**config.mk**
```make
export PLATFORM = sky130hd
export DESIGN_NAME = aud_rec_writer
export DESIGN_NICKNAME = d
export VERILOG_FILES = /design/src/rtl/aud_rec_pkg.sv /design/src/rtl/aud_rec_writer_sync.sv /design/src/rtl/aud_rec_writer.sv
export SDC_FILE = /design/constraint.sdc
export NUM_CORES = 1
export LEC_CHECK = 0
export ABC_AREA = 1
export BUFFER_PORTS_ARGS = -buffer_cell sky130_fd_sc_hd__buf_2
export CORE_UTILIZATION = 39
export DETAILED_ROUTE_END_ITERATION = 8
export PLACE_DENSITY = 0.57
export REMOVE_ABC_BUFFERS = 1
export SLEW_MARGIN = 30
export SYNTH_ARGS = -nofsm -noshare
export SYNTH_HDL_FRONTEND = slang
export SYNTH_SLANG_ARGS = --single-unit
```
**constraint.sdc**
```tcl
create_clock -name i_clk -period 3.65 [get_ports i_clk]
set_clock_uncertainty 0.2 [all_clocks]
set_input_delay 0.1825 -clock i_clk [delete_from_list [all_inputs] [get_ports i_clk]]
set_output_delay 0.1825 -clock i_clk [all_outputs]
set_load 0.05 [all_outputs]
```
**src/rtl/aud_rec_pkg.sv**
```systemverilog
// Shared types and constants for the audio record writer.
// Optional build macro: REC_GAIN_EN (adds a saturating input gain stage).
package aud_rec_pkg;

    typedef enum logic [2:0] {
        ST_IDLE,
        ST_WAIT_L,
        ST_SKIP,
        ST_SHIFT,
        ST_WRITE,
        ST_PAUSED,
        ST_DONE
    } rec_state_t;

    localparam int          I2S_BITS  = 16;
    localparam int          WE_CYCLES = 2;
    localparam logic [15:0] SAT_POS   = 16'h7FFF;
    localparam logic [15:0] SAT_NEG   = 16'h8000;

    // Arithmetic left shift by 0..3 with clamping to the signed 16-bit range.
    function automatic logic [15:0] gain_sat(input logic [15:0] s, input logic [1:0] g);
        logic signed [18:0] w;
        w = signed'({{3{s[15]}}, s}) <<< g;
        if (w > 19'sd32767)
            return SAT_POS;
        else if (w < -19'sd32768)
            return SAT_NEG;
        else
            return w[15:0];
    endfunction

endpackage

```
**src/rtl/aud_rec_writer_sync.sv**
```systemverilog
// Multi-flop synchroniser for one asynchronous codec pin, with one-cycle
// rise/fall pulses derived from the synchronised level.
module aud_edge_sync #(
    parameter int SYNC_STAGES = 2
) (
    input  logic i_clk,
    input  logic i_rst,
    input  logic i_d,
    output logic o_q,
    output logic o_rise,
    output logic o_fall
);

    logic [SYNC_STAGES-1:0] r_sync;
    logic                   r_prev;

    // Shift the pin through the synchroniser and remember last stable level.
    always_ff @(posedge i_clk or posedge i_rst) begin
        if (i_rst) begin
            r_sync <= '0;
            r_prev <= 1'b0;
        end else begin
            r_sync <= {r_sync[SYNC_STAGES-2:0], i_d};
            r_prev <= r_sync[SYNC_STAGES-1];
        end
    end

    assign o_q    = r_sync[SYNC_STAGES-1];
    assign o_rise =  r_sync[SYNC_STAGES-1] & ~r_prev;
    assign o_fall = ~r_sync[SYNC_STAGES-1] &  r_prev;

endmodule

```
**src/rtl/aud_rec_writer.sv**
```systemverilog
// I2S left-channel capture into external SRAM with start/pause/stop control.
// Optional build macro: REC_GAIN_EN adds i_gain[1:0] (saturating left shift).
module aud_rec_writer
    import aud_rec_pkg::*;
#(
    parameter int ADDR_W      = 20,
    parameter int DATA_W      = 16,
    parameter int MEM_DEPTH   = 1048576,
    parameter int SYNC_STAGES = 2
) (
    input  logic              i_clk,
    input  logic              i_rst,
    input  logic              i_start,
    input  logic              i_pause,
    input  logic              i_stop,
    input  logic              i_bclk,
    input  logic              i_adclrck,
    input  logic              i_adcdat,
`ifdef REC_GAIN_EN
    input  logic [1:0]        i_gain,
`endif
    output logic [ADDR_W-1:0] o_sram_addr,
    output logic [DATA_W-1:0] o_sram_data,
    output logic              o_sram_we_n,
    output logic [ADDR_W:0]   o_rec_len,
    output logic              o_busy,
    output logic              o_full
);

    localparam int            LW      = ADDR_W + 1;
    localparam logic [ADDR_W:0] DEPTH_L = LW'(MEM_DEPTH);

    rec_state_t              r_state;
    logic [ADDR_W-1:0]       r_addr;
    logic [DATA_W-1:0]       r_data;
    logic                    r_we_n;
    logic [ADDR_W:0]         r_len;
    logic                    r_full;
    logic [DATA_W-2:0]       r_shift;
    logic [4:0]              r_bit_cnt;
    logic [1:0]              r_we_cnt;
    logic                    r_pend_stop;
    logic                    r_pend_pause;
    logic [SYNC_STAGES-1:0]  r_dat_sync;

    logic                    w_bclk_rise;
    logic                    w_bclk_q_unused;
    logic                    w_bclk_fall_unused;
    logic                    w_lr_rise;
    logic                    w_lr_fall;
    logic                    w_lr_q_unused;
    logic                    w_dat;
    logic [DATA_W-1:0]       w_shift_nx;
    logic [DATA_W-1:0]       w_wdata;
    logic [ADDR_W:0]         w_len_nx;

    aud_edge_sync #(.SYNC_STAGES(SYNC_STAGES)) u_bclk_sync (
        .i_clk  (i_clk),
        .i_rst  (i_rst),
        .i_d    (i_bclk),
        .o_q    (w_bclk_q_unused),
        .o_rise (w_bclk_rise),
        .o_fall (w_bclk_fall_unused)
    );

    aud_edge_sync #(.SYNC_STAGES(SYNC_STAGES)) u_lr_sync (
        .i_clk  (i_clk),
        .i_rst  (i_rst),
        .i_d    (i_adclrck),
        .o_q    (w_lr_q_unused),
        .o_rise (w_lr_rise),
        .o_fall (w_lr_fall)
    );

    // Data pin gets the same depth as bclk so it lines up with the rise pulse.
    always_ff @(posedge i_clk or posedge i_rst) begin
        if (i_rst)
            r_dat_sync <= '0;
        else
            r_dat_sync <= {r_dat_sync[SYNC_STAGES-2:0], i_adcdat};
    end

    assign w_dat      = r_dat_sync[SYNC_STAGES-1];
    assign w_shift_nx = {r_shift, w_dat};
    assign w_len_nx   = r_len + 1'b1;

`ifdef REC_GAIN_EN
    assign w_wdata = gain_sat(w_shift_nx, i_gain);
`else
    assign w_wdata = w_shift_nx;
`endif

    // Capture FSM; stop outranks pause, pause outranks start. A write in
    // flight always completes before a stop/pause takes effect.
    always_ff @(posedge i_clk or posedge i_rst) begin
        if (i_rst) begin
            r_state      <= ST_IDLE;
            r_addr       <= '0;
            r_data       <= '0;
            r_we_n       <= 1'b1;
            r_len        <= '0;
            r_full       <= 1'b0;
            r_shift      <= '0;
            r_bit_cnt    <= '0;
            r_we_cnt     <= '0;
            r_pend_stop  <= 1'b0;
            r_pend_pause <= 1'b0;
        end else begin
            case (r_state)
                ST_IDLE, ST_DONE: begin
                    if (i_start && !i_pause && !i_stop) begin
                        r_addr  <= '0;
                        r_len   <= '0;
                        r_full  <= 1'b0;
                        r_state <= ST_WAIT_L;
                    end
                end
                ST_WAIT_L: begin
                    if (i_stop)         r_state <= ST_DONE;
                    else if (i_pause)   r_state <= ST_PAUSED;
                    else if (w_lr_fall) r_state <= ST_SKIP;
                end
                ST_SKIP: begin
                    if (i_stop)       r_state <= ST_DONE;
                    else if (i_pause) r_state <= ST_PAUSED;
                    else if (w_bclk_rise) begin
                        r_bit_cnt <= '0;
                        r_state   <= ST_SHIFT;
                    end
                end
                ST_SHIFT: begin
                    if (i_stop)         r_state <= ST_DONE;
                    else if (i_pause)   r_state <= ST_PAUSED;
                    else if (w_lr_rise) r_state <= ST_WAIT_L;
                    else if (w_bclk_rise) begin
                        r_shift   <= w_shift_nx[DATA_W-2:0];
                        r_bit_cnt <= r_bit_cnt + 5'd1;
                        if (r_bit_cnt == 5'(I2S_BITS - 1)) begin
                            r_data       <= w_wdata;
                            r_we_n       <= 1'b0;
                            r_we_cnt     <= '0;
                            r_pend_stop  <= 1'b0;
                            r_pend_pause <= 1'b0;
                            r_state      <= ST_WRITE;
                        end
                    end
                end
                ST_WRITE: begin
                    if (i_stop)  r_pend_stop  <= 1'b1;
                    if (i_pause) r_pend_pause <= 1'b1;
                    if (r_we_cnt == 2'(WE_CYCLES - 1)) begin
                        r_we_n <= 1'b1;
                        r_len  <= w_len_nx;
                        if (w_len_nx == DEPTH_L) begin
                            // Address stays on the last word: it never wraps.
                            r_full  <= 1'b1;
                            r_state <= ST_DONE;
                        end else begin
                            r_addr <= r_addr + 1'b1;
                            if (r_pend_stop || i_stop)        r_state <= ST_DONE;
                            else if (r_pend_pause || i_pause) r_state <= ST_PAUSED;
                            else                              r_state <= ST_WAIT_L;
                        end
                    end else begin
                        r_we_cnt <= r_we_cnt + 2'd1;
                    end
                end
                ST_PAUSED: begin
                    if (i_stop)                   r_state <= ST_DONE;
                    else if (i_start && !i_pause) r_state <= ST_WAIT_L;
                end
                default: r_state <= ST_IDLE;
            endcase
        end
    end

    assign o_sram_addr = r_addr;
    assign o_sram_data = r_data;
    assign o_sram_we_n = r_we_n;
    assign o_rec_len   = r_len;
    assign o_full      = r_full;
    assign o_busy      = (r_state != ST_IDLE) && (r_state != ST_DONE);

endmodule

```
**After elaboration in Yosys (flattened, before gate mapping)**

Cells that the tools add are included.

- Register bits after elaboration: 94
- Input port bits: 8
- Output and inout port bits: 60
- Logic and storage cells: 139

- Add/subtract/negate cells: 4
- Equal/unequal tests: 30
- Muxes and demuxes: 56
- Bitwise operators: 9
- Reduce and logical (&&, ||, !) cells: 24

Operators with widths:

| kind | number |
|---|---|
| two-way mux 20 bit | 3 |
| two-way mux 3 bit | 18 |
| two-way mux 21 bit | 2 |
| one-hot mux 21 bit (2 select lines) | 1 |
| one-hot mux 20 bit (2 select lines) | 1 |
| two-way mux 5 bit | 7 |
| AND reduction 7 bit | 5 |
| != test 2 bit (second input constant) | 13 |
| adder 21 x 1 -> 21 bit (second input constant) | 1 |
| == test 21 bit (second input constant) | 1 |
| adder 20 x 1 -> 20 bit (second input constant) | 1 |
| one-hot mux 3 bit (6 select lines) | 1 |
| two-way mux 2 bit | 6 |
| two-way mux 1 bit | 11 |
| one-hot mux 5 bit (2 select lines) | 1 |
| == test 3 bit (second input constant) | 3 |
| != test 4 x 3 -> 1 bit (second input constant) | 2 |
| one-hot mux 1 bit (2 select lines) | 4 |
| AND reduction 4 bit | 2 |
| AND reduction 8 bit | 1 |
| == test 3 x 2 -> 1 bit (second input constant) | 2 |
| != test 3 bit (second input constant) | 2 |
| NOT 1 bit | 6 |
| AND reduction 6 bit | 1 |
| other kinds (19) | 28 |

**Depth between registers and ports, before layout**

Gate-level depths: netlist of run 1.

- Depth after elaboration: 7
- Depth in mapped cells: 16
- Depth with buffers taken out: 16

**By module**

A second synthesis of run 1 with hierarchy kept.

- Cell total of the unflattened synthesis: 655
- Area total of the unflattened synthesis: 5052.3 um^2

By module, submodules not included:

| module | times used | cells an instance | area an instance (um^2) | seq. area each (um^2) |
|---|---|---|---|---|
| aud_rec_writer | 1 | 639 | 4864.7 | 2203.4 |
| aud_edge_sync | 2 | 8 | 93.8 | 75.1 |

**Worst setup path before layout of run 1**

No wires, ideal clock.

- Kind: reg-to-reg
- Start point: register r_len[1] (netlist: o_rec_len[1])
- End point: register r_addr[5] (netlist: o_sram_addr[5])
- Setup time: 0.119 ns
- Arrival time: 2.308 ns
- Data required time: 3.331 ns
- Setup slack: 1.023 ns
- Cell stages (with the launch flop): 16
- Path buffers: 1
- Clock period less this slack: 2.627 ns
- Cells stage by stage: dfrtp_1 ha_1 nand2_2 nor2_4 nand2_4 nor2_4 nand2_1 nand2_1 nand2_2 nor3_2 nand3_2 nand2_4 nand2_4 buf_6 nand3_2 nand2_1

- Word-level cells in the longest chain between the ends: 4

RTL lines:

| element | RTL line | RTL |
|---|---|---|
| start: declaration | aud_rec_writer.sv:37 | `logic [ADDR_W:0] r_len;` |
| start signal: assignment | aud_rec_writer.sv:153 | `r_len <= w_len_nx;` |
| adder 21 x 1 -> 21 bit | aud_rec_writer.sv:85 | `assign w_len_nx = r_len + 1'b1;` |
| == test 21 bit | aud_rec_writer.sv:154 | `if (w_len_nx == DEPTH_L) begin` |
| != test 2 bit (no line) | - |  |
| AND reduction 4 bit (no line) | - |  |
| end signal: assignment | aud_rec_writer.sv:159 | `r_addr <= r_addr + 1'b1;` |
| end: declaration | aud_rec_writer.sv:34 | `logic [ADDR_W-1:0] r_addr;` |

Every way passes these cells.
A chain may end at the register's enable or synchronous reset.

**Worst setup path after layout of run 1**

- Start point: register r_state[1]
- End point: register r_addr[9] (netlist: o_sram_addr[9])

- Word-level cells in the longest chain between the ends: 4
- Elaborated cells between the ends (all ways): 10
- Classes of those cells: eq/ne: 5; mux: 1; reduce/logical: 4

RTL lines:

| element | RTL line | RTL |
|---|---|---|
| start: declaration | aud_rec_writer.sv:33 | `rec_state_t r_state;` |
| start signal: assignment | aud_rec_writer.sv:97 | `r_state <= ST_IDLE;` |
| start signal: assignment | aud_rec_writer.sv:115 | `r_state <= ST_WAIT_L;` |
| start signal: assignment | aud_rec_writer.sv:119 | `if (i_stop) r_state <= ST_DONE;` |
| == test 3 bit / logical NOT 3 bit (equally long branches) | aud_rec_writer.sv:109 | `case (r_state)` |
| OR reduction 2 bit | aud_rec_writer.sv:109 |  |
| != test 2 bit (no line) / nonzero test 2 bit (equally long branches) | - |  |
| AND reduction 4 bit (no line) | - |  |

Parallel ways exist; a longest one is shown, timed or not.

==> results.ini, run 1 <==
[floorplan]
die_w_um=115.0
die-height_um=115.0
row_count=40
core_sq_mm=0.01221
die-area_sq_mm=0.01321
start_util=0.4075
ioPinCount=68

[clock_network]
cts_tree=built
cts_buffer_depth=2
htree_levels=3
clock_latency_ns=0.35
cts-root-buf=clkbuf_16
postCtsSetupBuffers=0
cts.sinks=94
path_clk_slew_ns=0.07
cts_buffers=9

[final_layout]
multiInputGateArea_sq_mm=0.002243
antenna_cells=0
area_growth_pct=16.67
nFillCells=1254
finalInstanceArea_sq_mm=0.005806
seq_area_sq_mm=0.002354
mostFrequentLayoutCells=nand2_1 (178), dfrtp_1 (93), inv_1 (75)
finalNetCount=720
mostFrequentLayoutCell=nand2_1
layout.cells.non_filler=880
drive_gt1_frac=0.1685

[placement]
portBuffers=67
place_inst=858
hpwl_um=8350
gp_congestion=0.9034
post_dp_cell_area_sq_mm=0.005474

[global_routing]
grt_usage=0.1912
overflow=0
antenna_found_initial=0
grt_pass1_vias=4169
grt_max_degree=35
grt_first_pass_wirelength_um=19920

[power_and_ir_drop]
ir_worst_vdd_uv=325.6
p_total_w=0.003259
power.leakage_nw=2.827
cellPowerDensity_mw_per_mm2=561.4

[min_path]
hold_path_class=reg -> reg

[sta]
hold_violations=0
slew_headroom=0.4582
fmax_mhz=330.8
slew_violations=0
setup_tns_ns=0
worst_pin_slew_ns=0.8118
setup_violations=0
fin_crit_ns=3.023
period_share=0.8283
rsz0062_at_grt=false

[flow_run]
drv_cap=0

[detailed_routing]
vias_per_cell=4.965
drtIter0Drc=271
first_pass_iters=4
ant_nets=0
vias=4369
wl_per_cell_um=13.28
drc_errors=0
wl_um=11690

[setup_path]
required_ns=3.68
cpMostUsedCell=nand2_1
path_class=reg -> reg
worstPathCellList=nor2_1 -> nand2_1 -> buf_4 -> inv_1 -> o21ai_1 -> inv_2 -> nand2_2 -> nand2_4 -> nand2_1 -> o21ai_2
end_kind=register
cp_top_family=simple AND/OR/NAND/NOR gates
slowest_delay_ns=0.47
slowest_stage=o21ai_1
crit_fanout=25
worstPathBufferInverterCount=3
start_kind=register
crit_arrival_ns=3.06

[synthesis]
netlist_area_sq_mm=0.004976
ys_warn_count=0
synth-seq-cells=94
postSynthAreaPerCell_sq_um=7.836
netlist_instances=635
ys_seq_area_frac=0.4730
synth.distinct_cells=39

[run_status]
status=finished, final reports clean

==> metrics by stage <==
| stage | hold slack, ns | util | setup WS, ns |
|---|---|---|---|
| 3_5_place_dp | 0.06147 | 0.4483 | 0.6336 |
| 6_report | 0.1482 | 0.4754 | 0.6268 |
| 4_1_cts | 0.1483 | 0.4754 | 0.6176 |
| 3_3_place_gp | 0.05700 | 0.4483 | 0.7539 |
| 5_1_grt | 0.1582 | 0.4754 | 0.3656 |
| 2_1_floorplan | 0.01393 | - | 0.8205 |
==> cells in the mapped netlist, drive strengths merged <==
| master | number | area, sq um |
|---|---|---|
| xor2 | 20 | 182.7 |
| nor2 | 69 | 294.0 |
| buf | 6 | 45.04 |
| o21ai | 56 | 299.0 |
| clkbuf | 11 | 41.29 |
| nor4b | 1 | 8.760 |
| nand3b | 1 | 7.510 |
| o21a | 1 | 7.510 |
| xnor2 | 2 | 17.52 |
| a22oi | 3 | 22.52 |
| ha | 5 | 62.56 |
| a32o | 1 | 10.01 |
| or2 | 2 | 12.51 |
| nor4 | 3 | 18.77 |
| inv | 78 | 292.8 |
| and3 | 2 | 12.51 |
| dfrtp | 93 | 2327 |
| a31oi | 2 | 12.51 |
| o22ai | 10 | 62.56 |
| dfstp | 1 | 26.28 |
| nor3 | 17 | 101.4 |
| nand2 | 186 | 733.2 |
| a22o | 1 | 8.760 |
| nand4 | 11 | 68.82 |
| a21oi | 9 | 45.04 |
| nand3 | 44 | 255.3 |
==> metal layers <==
layer  vias up  routed length [um]  track usage
met3        14                 644      0.03690
met2       129                5325       0.3024
met1      2038                5523       0.2583
met4         0                 193      0.07792
li1       2188                   -            -
met5         -                   0            0
==> logic make-up after synthesis <==
kind of cell,synth area share
XOR/XNOR,0.04023
flip-flops,0.4730
adder cells (fa/ha/maj),0.01257
buffers and inverters,0.07619
AO/OA/AOI/OAI,0.09404
AND/OR/NAND/NOR,0.3040
==> flip-flops by register name, summed over array words and instances, names as in the netlist, 3 cells and up <==
register,flops
r_state,3
r_bit_cnt,5
o_sram_addr,20
o_sram_data,16
o_rec_len,21
r_shift,15
==> where the power goes <==
part	total, W	switching, W	internal (W)
clock	0.000884	0.000402	0.000482
combinational	0.00106	0.000810	0.000252
sequential	0.00131	0.000112	0.00120
total	0.00326	0.00132	0.00194
==> final timing paths <==
kind / from / to / slack, ns / cells past startpoint
max: r_state[1]$_DFFE_PP0P_ / o_sram_addr[9]$_DFFE_PP0P_ / 0.63 / 10
min: u_bclk_sync.r_sync[0]$_DFF_PP0_ / u_bclk_sync.r_sync[1]$_DFF_PP0_ / 0.15 / 0
max reg2reg: r_state[1]$_DFFE_PP0P_ / o_sram_addr[9]$_DFFE_PP0P_ / 0.63 / 10
min reg2reg: u_bclk_sync.r_sync[0]$_DFF_PP0_ / u_bclk_sync.r_sync[1]$_DFF_PP0_ / 0.15 / 0
max in group asynchronous: i_rst / o_sram_we_n$_DFFE_PP1P_ / 2.19 / 4
min in group asynchronous: i_rst / o_sram_data[3]$_DFFE_PP0P_ / 0.22 / 3
==> layout make-up <==
class | instances | share of cell area
clock buffers | 13 | 0.04310
repair buffers | 78 | 0.07457
well taps | 168 | 0.03621
flip-flops and latches | 94 | 0.4054
multi-input cells | 446 | 0.3864
clock inverters | 3 | 0.003664
inverters | 78 | 0.05065
==> timing repair <==
item                                   in CTS  in global routing
gates resized for setup                     0                  0
hold buffers                                6                  0
endpoints found under the hold margin      36                  0
Note: power is estimated with default switching activity, not from simulation.
==> run 2, diff against run 1 <==
Clock period 3.65 ns to 3.15 ns, I/O delays scaled along.
==> run 2 against run 1 <==
Compared with the run above: hold slack worse by 0.0073 ns; largest cell class unchanged; die area stayed put; highest routed layer unchanged; global-route usage is 0.099 points lower; count of clock-buffer cells in the layout is 3 lower; first-iteration DRC count is 3.7% lower.
==> results.ini, run 2 (synthesized netlist as in run 1, its figures left out) <==
[sta]
hold_violations=0  ; unchanged
slew_violations=0  ; unchanged
fin_crit_ns=2.778  ; -0.2457 ns
setup_tns_ns=0  ; unchanged
slew_headroom=0.4739  ; +0.01565
rsz0062_at_grt=false
setup_violations=0  ; unchanged
period_share=0.8818  ; +0.05348
worst_pin_slew_ns=0.7883  ; -0.02345 ns
fmax_mhz=360.0  ; +8.8%
setup_ws_ns=0.3725  ; -0.2543 ns

[floorplan]
ioPinCount=68  ; unchanged
row_count=40  ; unchanged
core_sq_mm=0.01221  ; unchanged
die-height_um=115.0  ; unchanged
die-area_sq_mm=0.01321  ; unchanged
start_util=0.4075  ; unchanged
die_w_um=115.0  ; unchanged

[min_path]
hold_path_class=in -> reg
holdPathEnd=r_state[0]$_DFFE_PP0P_
min_from=i_start
min_path_cells=6  ; +6

[final_layout]
area_growth_pct=17.98
largest_reg_flops=21  ; unchanged
mostFrequentLayoutCells=nand2_1 (178), dfrtp_1 (93), inv_1 (75)
mostFrequentLayoutCell=nand2_1
antenna_cells=0  ; unchanged
drive_gt1_frac=0.1713  ; +0.002809
finalInstanceArea_sq_mm=0.005871  ; +1.1%
finalNetCount=720  ; unchanged
nFillCells=1229  ; -2.0%

[setup_path]
slowest_stage=dfrtp_1
path_class=reg -> reg
r2r-end=o_sram_addr[8]$_DFFE_PP0P_
required_ns=3.18  ; -0.50 ns
crit_arrival_ns=2.81  ; -0.25 ns
end_kind=register
cpMostUsedCell=nand2_1
slowest_delay_ns=0.43  ; -0.04 ns
crit_fanout=25  ; unchanged
worstPathBufferInverterCount=0  ; -3
worstPathCellList=ha_1 -> nand2_2 -> nor2_4 -> nand3_1 -> nand2_1 -> nand2_1 -> nor2_1 -> nand3_1 -> nor2_1 -> nand3_2 -> nand2_4 -> nand2_4 -> nand2_1 -> o21ai_2
r2r_slack_ns=0.37  ; -0.25 ns
r2r_cells=14  ; +4
cp_top_family=simple AND/OR/NAND/NOR gates
r2r_start=o_rec_len[1]$_DFFE_PP0P_
start_kind=register

[clock_network]
clock_latency_ns=0.35  ; about the same
cts_tree=built
htree_levels=3  ; unchanged
cts.sinks=94  ; unchanged
cts-root-buf=clkbuf_16
cts_resized=0  ; unchanged
postCtsSetupBuffers=0  ; unchanged
path_clk_slew_ns=0.07  ; about the same
cts_buffer_depth=2  ; unchanged
postCtsHoldBufs=6  ; unchanged
cts_buffers=9  ; unchanged

[placement]
portBuffers=67  ; unchanged
gp_congestion=0.8950  ; -0.93%
pre_cts_slack_ns=0.3909  ; -0.2427 ns
hpwl_um=8159  ; -2.3%
post_dp_cell_area_sq_mm=0.005487  ; +0.23%

[detailed_routing]
wl_per_cell_um=13.00  ; -2.1%
vias_per_cell=4.933  ; -0.64%
drc_errors=0  ; unchanged
first_pass_iters=5  ; +1
ant_nets=0  ; unchanged
drtIter0Drc=261  ; -3.7%
wl_um=11440  ; -2.1%
vias=4341  ; -0.64%

[global_routing]
antenna_found_initial=0  ; unchanged
grt_first_pass_wirelength_um=19820  ; -0.52%
grt_max_degree=95  ; +170%
overflow=0  ; unchanged
grt_pass1_vias=4151  ; -0.43%
grt_usage=0.1902  ; -0.0009938

[power_and_ir_drop]
p_total_w=0.003945  ; +21%
power.leakage_nw=2.859  ; +1.1%
cellPowerDensity_mw_per_mm2=671.9  ; +20%
ir_worst_vdd_uv=387.3  ; +19%

[flow_run]
drv_cap=0  ; unchanged

[run_status]
status=finished, final reports clean

-- run 2: cell types whose count changed in the layout (fill, tap and decap cells not counted), sizes merged --
| cell | change |
|---|---|
| clkinv | +1 |
| clkbuf | -3 |
| bufinv | +2 |
| clkinvlp | -1 |
| inv | +1 |
-- run 2: routing by layer --
layer,vias up,wire length (um),track usage
li1,2191,-,-
met1,2029,5479,0.2572
met2,99,5139,0.2932
met3,22,521,0.03637
met4,0,302,0.09351
met5,-,0,0
-- run 2: through the flow --
stage	hold WS [ns]	util	std cells
finish	0.1409	0.4807	880
global route	0.1528	0.4807	880
CTS	0.1264	0.4807	880
detailed placement	0.06886	0.4493	858
global placement	0.06736	0.4493	858
floorplan	-0.01107	-	618
-- run 2: worst reg2reg max path, cell delays in order, from the launching register on --
cell and delay [ns]:
dfrtp_1 0.43, ha_1 0.25, nand2_2 0.10, nor2_4 0.19, nand3_1 0.13, nand2_1 0.07, nand2_1 0.08, nor2_1 0.11
nand3_1 0.07, nor2_1 0.16, nand3_2 0.19, nand2_4 0.23, nand2_4 0.24, nand2_1 0.16, o21ai_2 0.06
-- run 2: how the worst max path moves through the flow --
stage                     slack, ns                      from  cells after the start                    endpoint
after global placement         0.42  o_rec_len[1]$_DFFE_PP0P_                     14  o_sram_addr[3]$_DFFE_PP0P_
after detailed placement       0.39  o_rec_len[1]$_DFFE_PP0P_                     14  o_sram_addr[8]$_DFFE_PP0P_
final                          0.37  o_rec_len[1]$_DFFE_PP0P_                     14  o_sram_addr[8]$_DFFE_PP0P_
after floorplan                0.35                     i_rst                      1          o_full$_DFFE_PP0P_
after global routing           0.03  o_rec_len[1]$_DFFE_PP0P_                     14  o_sram_addr[8]$_DFFE_PP0P_
after CTS                      0.37  o_rec_len[1]$_DFFE_PP0P_                     14  o_sram_addr[8]$_DFFE_PP0P_
-- run 2: power breakdown --
| group | internal, W | switching (W) |
|---|---|---|
| Combinational | 0.000300 | 0.000934 |
| Sequential | 0.00139 | 0.000129 |
| Clock | 0.000703 | 0.000486 |
| Total | 0.00240 | 0.00155 |
-- run 2: layout make-up --
class / instances / area (sq um) / area share
multi-input combinational: 446 / 2243 / 0.3821
inverter: 78 / 294.0 / 0.05009
tap: 168 / 210.2 / 0.03581
clock buffer: 10 / 229.0 / 0.03900
timing repair buffer: 78 / 445.4 / 0.07587
sequential: 94 / 2354 / 0.4009
clock inverter: 6 / 95.09 / 0.01620
